### src/rtl/ps2_scancode_decoder.sv
// PS/2 scan-code set 2 decoder: prefix FSM, modifier tracking and an event FIFO.
// Define PS2_PAUSE_KEY_EN to compile in the E1 (Pause key) sequence handling.
module ps2_scancode_decoder #(
  parameter int FIFO_DEPTH_LOG2 = 3
) (
  input  logic       clk,
  input  logic       reset,
  input  logic       sync_reset,
  input  logic       enable_in,
  input  logic [7:0] data_in,
  output logic       event_valid,
  input  logic       event_ready,
  output logic [9:0] event_data,
  output logic [5:0] mod_flags,
  output logic       bat_pulse,
  output logic       err_pulse,
  output logic       overflow_pulse
);

  localparam int DEPTH = 1 << FIFO_DEPTH_LOG2;
  localparam logic [FIFO_DEPTH_LOG2:0]   FULL_CNT = (FIFO_DEPTH_LOG2+1)'(DEPTH);
  localparam logic [FIFO_DEPTH_LOG2:0]   CNT_ONE  = (FIFO_DEPTH_LOG2+1)'(1);
  localparam logic [FIFO_DEPTH_LOG2-1:0] PTR_ONE  = (FIFO_DEPTH_LOG2)'(1);

`ifdef PS2_PAUSE_KEY_EN
  typedef enum logic [2:0] {
    S_IDLE    = 3'd0,
    S_EXT     = 3'd1,
    S_BRK     = 3'd2,
    S_EXT_BRK = 3'd3,
    S_PAUSE   = 3'd4
  } state_t;
`else
  typedef enum logic [1:0] {
    S_IDLE    = 2'd0,
    S_EXT     = 2'd1,
    S_BRK     = 2'd2,
    S_EXT_BRK = 2'd3
  } state_t;
`endif

  state_t                     r_state;
  state_t                     w_state_nxt;
`ifdef PS2_PAUSE_KEY_EN
  logic [2:0]                 r_pcnt;
  logic [2:0]                 w_pcnt_nxt;
`endif
  logic                       w_push;
  logic [9:0]                 w_push_data;
  logic                       w_bat;
  logic                       w_err;
  logic [5:0]                 r_mod;
  logic                       r_bat;
  logic                       r_err;
  logic                       r_ovf;

  logic [9:0]                 r_mem [DEPTH];
  logic [FIFO_DEPTH_LOG2-1:0] r_wr_ptr;
  logic [FIFO_DEPTH_LOG2-1:0] r_rd_ptr;
  logic [FIFO_DEPTH_LOG2:0]   r_count;
  logic                       r_valid;
  logic [9:0]                 r_head;
  logic                       w_pop;
  logic                       w_full;
  logic                       w_wr;
  logic                       w_ovf;
  logic [FIFO_DEPTH_LOG2-1:0] w_rd_nxt;
  logic [FIFO_DEPTH_LOG2:0]   w_cnt_nxt;
  logic [9:0]                 w_head_nxt;

  // Make sets and break clears the matching modifier; ev = {ext, brk, code}.
  function automatic logic [5:0] mod_update(input logic [5:0] m, input logic [9:0] ev);
    logic [5:0] r;
    r = m;
    case ({ev[9], ev[7:0]})
      9'h012:  r[0] = ~ev[8];
      9'h059:  r[1] = ~ev[8];
      9'h014:  r[2] = ~ev[8];
      9'h114:  r[3] = ~ev[8];
      9'h011:  r[4] = ~ev[8];
      9'h111:  r[5] = ~ev[8];
      default: r = m;
    endcase
    return r;
  endfunction

  // Prefix decode: next state, push request and status pulses for the current byte.
  always_comb begin
    w_state_nxt = r_state;
    w_push      = 1'b0;
    w_push_data = 10'd0;
    w_bat       = 1'b0;
    w_err       = 1'b0;
`ifdef PS2_PAUSE_KEY_EN
    w_pcnt_nxt  = r_pcnt;
`endif
    if (enable_in) begin
      case (r_state)
        S_IDLE: begin
          case (data_in)
            8'hE0: w_state_nxt = S_EXT;
            8'hF0: w_state_nxt = S_BRK;
            8'hE1: begin
`ifdef PS2_PAUSE_KEY_EN
              w_state_nxt = S_PAUSE;
              w_pcnt_nxt  = 3'd0;
`else
              w_state_nxt = S_IDLE;
`endif
            end
            8'hAA:               w_bat = 1'b1;
            8'h00, 8'hFF, 8'hFC: w_err = 1'b1;
            8'hFA, 8'hFE:        w_push = 1'b0;
            default: begin
              w_push      = 1'b1;
              w_push_data = {2'b00, data_in};
            end
          endcase
        end
        S_EXT: begin
          case (data_in)
            8'hF0: w_state_nxt = S_EXT_BRK;
            8'hE0: w_state_nxt = S_EXT;
            default: begin
              w_push      = 1'b1;
              w_push_data = {2'b10, data_in};
              w_state_nxt = S_IDLE;
            end
          endcase
        end
        S_BRK, S_EXT_BRK: begin
          w_state_nxt = S_IDLE;
          case (data_in)
            8'hE0, 8'hF0, 8'hE1: w_err = 1'b1;
            default: begin
              w_push      = 1'b1;
              w_push_data = {(r_state == S_EXT_BRK), 1'b1, data_in};
            end
          endcase
        end
`ifdef PS2_PAUSE_KEY_EN
        S_PAUSE: begin
          if (r_pcnt == 3'd6) begin
            w_push      = 1'b1;
            w_push_data = 10'h2E1;
            w_pcnt_nxt  = 3'd0;
            w_state_nxt = S_IDLE;
          end else begin
            w_pcnt_nxt  = r_pcnt + 3'd1;
          end
        end
`endif
        default: w_state_nxt = S_IDLE;
      endcase
    end else begin
      w_state_nxt = r_state;
    end
  end

  assign w_pop    = event_ready && (r_count != '0);
  assign w_full   = (r_count == FULL_CNT);
  assign w_wr     = w_push && (!w_full || w_pop);
  assign w_ovf    = w_push && w_full && !w_pop;
  assign w_rd_nxt = w_pop ? (r_rd_ptr + PTR_ONE) : r_rd_ptr;

  // FIFO occupancy and the next head entry; a lone fresh push bypasses the array.
  always_comb begin
    case ({w_wr, w_pop})
      2'b10:   w_cnt_nxt = r_count + CNT_ONE;
      2'b01:   w_cnt_nxt = r_count - CNT_ONE;
      default: w_cnt_nxt = r_count;
    endcase
    if (w_cnt_nxt == '0) begin
      w_head_nxt = 10'd0;
    end else if (w_wr && (w_cnt_nxt == CNT_ONE)) begin
      w_head_nxt = w_push_data;
    end else begin
      w_head_nxt = r_mem[w_rd_nxt];
    end
  end

  // Decoder state, modifiers, pulses and FIFO control.
  always_ff @(posedge clk or posedge reset) begin
    if (reset) begin
      r_state  <= S_IDLE;
`ifdef PS2_PAUSE_KEY_EN
      r_pcnt   <= 3'd0;
`endif
      r_mod    <= 6'd0;
      r_bat    <= 1'b0;
      r_err    <= 1'b0;
      r_ovf    <= 1'b0;
      r_wr_ptr <= '0;
      r_rd_ptr <= '0;
      r_count  <= '0;
      r_valid  <= 1'b0;
      r_head   <= 10'd0;
    end else if (sync_reset) begin
      r_state  <= S_IDLE;
`ifdef PS2_PAUSE_KEY_EN
      r_pcnt   <= 3'd0;
`endif
      r_mod    <= 6'd0;
      r_bat    <= 1'b0;
      r_err    <= 1'b0;
      r_ovf    <= 1'b0;
      r_wr_ptr <= '0;
      r_rd_ptr <= '0;
      r_count  <= '0;
      r_valid  <= 1'b0;
      r_head   <= 10'd0;
    end else begin
      r_state  <= w_state_nxt;
`ifdef PS2_PAUSE_KEY_EN
      r_pcnt   <= w_pcnt_nxt;
`endif
      r_mod    <= w_push ? mod_update(r_mod, w_push_data) : r_mod;
      r_bat    <= w_bat;
      r_err    <= w_err;
      r_ovf    <= w_ovf;
      r_wr_ptr <= w_wr ? (r_wr_ptr + PTR_ONE) : r_wr_ptr;
      r_rd_ptr <= w_rd_nxt;
      r_count  <= w_cnt_nxt;
      r_valid  <= (w_cnt_nxt != '0);
      r_head   <= w_head_nxt;
    end
  end

  // Event storage array.
  always_ff @(posedge clk) begin
    if (w_wr && !sync_reset && !reset) begin
      r_mem[r_wr_ptr] <= w_push_data;
    end
  end

  assign event_valid    = r_valid;
  assign event_data     = r_head;
  assign mod_flags      = r_mod;
  assign bat_pulse      = r_bat;
  assign err_pulse      = r_err;
  assign overflow_pulse = r_ovf;

endmodule

### config.mk
export PLATFORM = sky130hd
export DESIGN_NAME = ps2_scancode_decoder
export DESIGN_NICKNAME = d
export VERILOG_FILES = /design/src/rtl/ps2_scancode_decoder.sv
export SDC_FILE = /design/constraint.sdc
export NUM_CORES = 1
export LEC_CHECK = 0
export CORE_MARGIN = 8
export CORE_UTILIZATION = 50
export CTS_CLUSTER_SIZE = 28
export DETAILED_ROUTE_END_ITERATION = 7
export PLACE_DENSITY = 0.78
export SLEW_MARGIN = 20
export SYNTH_ARGS = -nofsm -noshare
export SYNTH_HDL_FRONTEND = slang
export SYNTH_SLANG_ARGS = --single-unit
### constraint.sdc
create_clock -name clk -period 3.4 [get_ports clk]
set_clock_uncertainty 0.1 [all_clocks]
set_input_delay 0.68 -clock clk [delete_from_list [all_inputs] [get_ports clk]]
set_output_delay 0.68 -clock clk [all_outputs]
set_load 0.02 [all_outputs]
==> reports/results.tsv <==
stage	metric	value	unit
outcome	outcome	finished with violations	
outcome	failing checks	negative setup slack	
synthesis	main flop type after synthesis	edfxtp_1	
timing	count of pins over their slew limit	0	
clock_network	clock sink total	112	
critical_path	CP endpoint kind	register	
synthesis	Yosys cell types	56	
synthesis	mux share of post-synthesis cell area	13.5	%
clock_network	cts hold-fix bufs	0	
drt	Total Routed Length	11700	um
final_layout	layout cells sized above 1	28.6	%
timing	# setup viols final	1	
drt	Pre-antenna DRT Iters	4	
critical_path	CP delay by family, top	compound AO/OA/AOI/OAI gates	
critical_path	Worst Path Buf+Inv	3	
power_and_ir_drop	pwr dens	672	nW/um2
clock_network	H-tree lvl count	3	
critical_path	crit path DAT	3.59	ns
synthesis	Post-Synthesis Net Count	377	
synthesis	Async S/R FF share, synth	28.6	%
synthesis	post-synthesis simple-gate area fraction	10.2	%
floorplan	Ports	33	
floorplan	Die Span Y	116	um
placed_design	Post-DP Area	6030	um2
timing	Least-Margin Pin Slew	1.01	ns
floorplan	Initial Util	51.5	%
timing	Rel. slew slack	32.2	%
critical_path	Crit path largest cell delay	0.38	ns
power_and_ir_drop	peak supply drop	0.431	mV
hold_path	worst min path class	register to register	
critical_path	R2R setup slack	0.11	ns
drt	drt via density	5.68	
global_routing	first-pass GRT wire length	18300	um
synthesis	synthesized instance count	359	
clock_network	total CTS buffers	9	
global_routing	Most Crowded Layer GR	met2	
synthesis	main combinational cell family by area after synthesis	multiplexers	
synthesis	post-synthesis register bit count	112	
drt	Starting DRT DRC Count	245	
critical_path	Crit-path slowest cell	a2111o_1	
power_and_ir_drop	LEAKAGE	2.60	nW
synthesis	Synth Area in Compound Gates	7.26	%
timing	fmax	0.292	GHz
drt	final antenna-violating net count	0	
placed_design	Cells after DPL	574	
global_routing	met2 Use GR	30.9	%
floorplan	die footprint	13500	um2
floorplan	# rows	36	
timing	min Tclk post-route	3.43	ns
critical_path	worst-path maximum fanout	8	
timing	Hold Vio Cnt, Final	0	
placed_design	Port Buffer Count	32	
final_layout	Final Non-Filler Cells	595	
clock_network	insertion delay to the later sink of the worst-skew pair	0.37	ns
critical_path	cell repeated most along the worst path	o211a_4	
global_routing	met3 Usage GRT	3.26	%
timing	unrepaired setup endpoints after global routing	true	
clock_network	CTS clk-pin slew, worst paths	0.10	ns
synthesis	synth warn	0	
global_routing	largest net degree at the start of global routing	34	
floorplan	DIE WIDTH	116	um
global_routing	Tot GR Track Use	18.1	%
global_routing	met1 usage	22.7	%
global_routing	total gr overflow	0	
critical_path	Startpoint Class	input pin	
critical_path	Crit Path Category	input pin to register	
synthesis	Synth Area per Inst	14.0	um2
synthesis	Syn Std Cell Area	5030	um2
final_layout	n_diodes	0	
drt	drt wl/cell	19.6	um
critical_path	worst path cell trace	buf_2 -> or3_1 -> a2111o_1 -> o211a_4 -> a21boi_4 -> o21ai_2 -> clkinv_2 -> ha_4 -> a21o_1 -> a21oi_2 -> buf_4 -> o211ai_1 -> a32oi_2 -> o211a_4 -> nand2_2 -> a32o_1	
synthesis	post-synthesis sequential area ratio	63.6	%
drt	Vias	3381	
final_layout	filler instances	713	
final_layout	area of all placed cells without fillers	6360	um2
run	max cap viols	0	
global_routing	initial antenna violation count	0	
placed_design	routability congestion estimate from global placement	0.936	
global_routing	vias in the first global route	3382	
synthesis	xor and xnor area share after synthesis	1.37	%
clock_network	Clock Path Buffers	2	
clock_network	Root Buffer	clkbuf_8	
final_layout	synth-to-layout area growth	26.2	%
timing	Setup WS post-layout	-0.0287	ns
floorplan	core area	9770	um2
final_layout	fin nets	475	
drt	# DRC	0	
synthesis	Post-synth EDFFs	80	
clock_network	CTS tree	built	
critical_path	Critical Path RT	3.56	ns
synthesis	Synth Area in Adders	1.39	%
placed_design	post-DP HPWL	8070	um
timing	share of the clock period used by the worst path	101	%
==> flip-flops by register name (all words and copies together) (netlist names) <==
signal,count
r_rd_ptr,3
r_state,2
event_valid,1
err_pulse,1
mod_flags,6
r_count,4
overflow_pulse,1
bat_pulse,1
event_data,10
r_mem,80
r_wr_ptr,3
==> layout by cell type (no fill, tap or decap), types with 6 or more instances in the layout <==
| master | count |
|---|---|
| edfxtp_1 | 80 |
| buf_4 | 62 |
| mux2i_1 | 42 |
| dfrtp_1 | 32 |
| nor2_1 | 29 |
| clkdlybuf4s50_1 | 24 |
| nand2_1 | 19 |
| a21oi_1 | 15 |
| inv_1 | 14 |
| nand3_1 | 13 |
| mux4_2 | 11 |
| clkbuf_8 | 9 |
| nor3_1 | 6 |
==> synthesized netlist by cell type, drive strengths merged (2+ instances only) <==
master  number  area, um2
nor2        29        109
xnor2        4       42.6
o21ai        9       60.1
ha           4       50.1
nand3b       3       22.5
mux2i       43        430
nand3       14       75.1
nor4         6       37.5
edfxtp      80       2400
buf          8       53.8
inv         14       52.6
nand2       21       81.3
or3          4       25.0
nand4        3       18.8
and2         2       13.8
a311oi       2       17.5
nor3         7       35.0
dfrtp       32        801
o22ai        6       37.5
mux4        11        248
a21o         3       30.0
clkbuf       6       22.5
o211a        2       27.5
and3         5       32.5
xor2         3       26.3
nand2b       3       18.8
a21oi       17       88.8
==> through the flow <==
| step | hold WS (ns) | worst slack, ns | total power, mW | util (%) | setup TNS [ns] |
|---|---|---|---|---|---|
| finish | 0.442 | -0.0287 | 4.27 | 65.0 | -0.0287 |
| global route | 0.465 | -0.0964 | 4.46 | 65.0 | -0.303 |
| CTS | 0.445 | -0.116 | 4.27 | 64.7 | -0.889 |
| detailed placement | 0.419 | -0.736 | 3.33 | 61.7 | -23.38 |
| global placement | 0.413 | -0.616 | 3.29 | 61.7 | -20.97 |
| floorplan | 0.451 | -0.334 | 2.78 | - | -3.33 |
==> cell families after synthesis <==
kind of cell / count (synthesis)
simple gates: 102
fa+ha+maj: 5
xor+xnor: 7
buf+inv: 29
compound gates: 50
flops: 112
mux: 54
==> routing by layer <==
metal / wire length (um) / up-vias
li1: - / 1568
met1: 4710 / 1670
met2: 5930 / 122
met3: 813 / 21
met4: 229 / 0
met5: 0 / -
==> worst paths after layout <==
check,startpoint,endpoint,depth (start not counted)
min,mod_flags[2]$_DFFE_PP0P_,mod_flags[2]$_DFFE_PP0P_,2
max,data_in[2],event_data[8]$_DFF_PP0_,16
min reg2reg,mod_flags[2]$_DFFE_PP0P_,mod_flags[2]$_DFFE_PP0P_,2
max in group asynchronous,reset,event_data[6]$_DFF_PP0_,3
min in group asynchronous,reset,r_wr_ptr[2]$_DFFE_PP0P_,3
max reg2reg,r_count[1]$_DFF_PP0_,event_data[8]$_DFF_PP0_,12
==> worst min-delay path, cell delays in order (launching register included) <==
cell and delay (ns):
dfrtp_1 0.36, mux2i_1 0.07, nor2_1 0.08
==> final cells by class <==
| cell class | count | area [um2] | share of cell area (%) |
|---|---|---|---|
| Clock buffer | 9 | 124 | 1.95 |
| Sequential cell | 112 | 3200 | 50.4 |
| Inverter | 15 | 57.6 | 0.906 |
| Timing Repair Buffer | 100 | 870 | 13.7 |
| Clock inverter | 7 | 97.6 | 1.54 |
| Multi-Input combinational cell | 219 | 1840 | 28.9 |
| Tap cell | 133 | 166 | 2.62 |
==> report_power, final <==
part | switching, mW | total, mW | internal (mW)
combinational | 0.876 | 1.78 | 0.901
clock | 0.498 | 0.870 | 0.372
sequential | 0.0765 | 1.62 | 1.55
total | 1.45 | 4.27 | 2.82
==> timing repair <==
action                     CTS  global route
resized for setup           29            10
setup buffers                2             2
pin swaps                   14            14
setup endpoints to repair   21            11
cloned                       1             0
(Power assumes the default switching activity.)
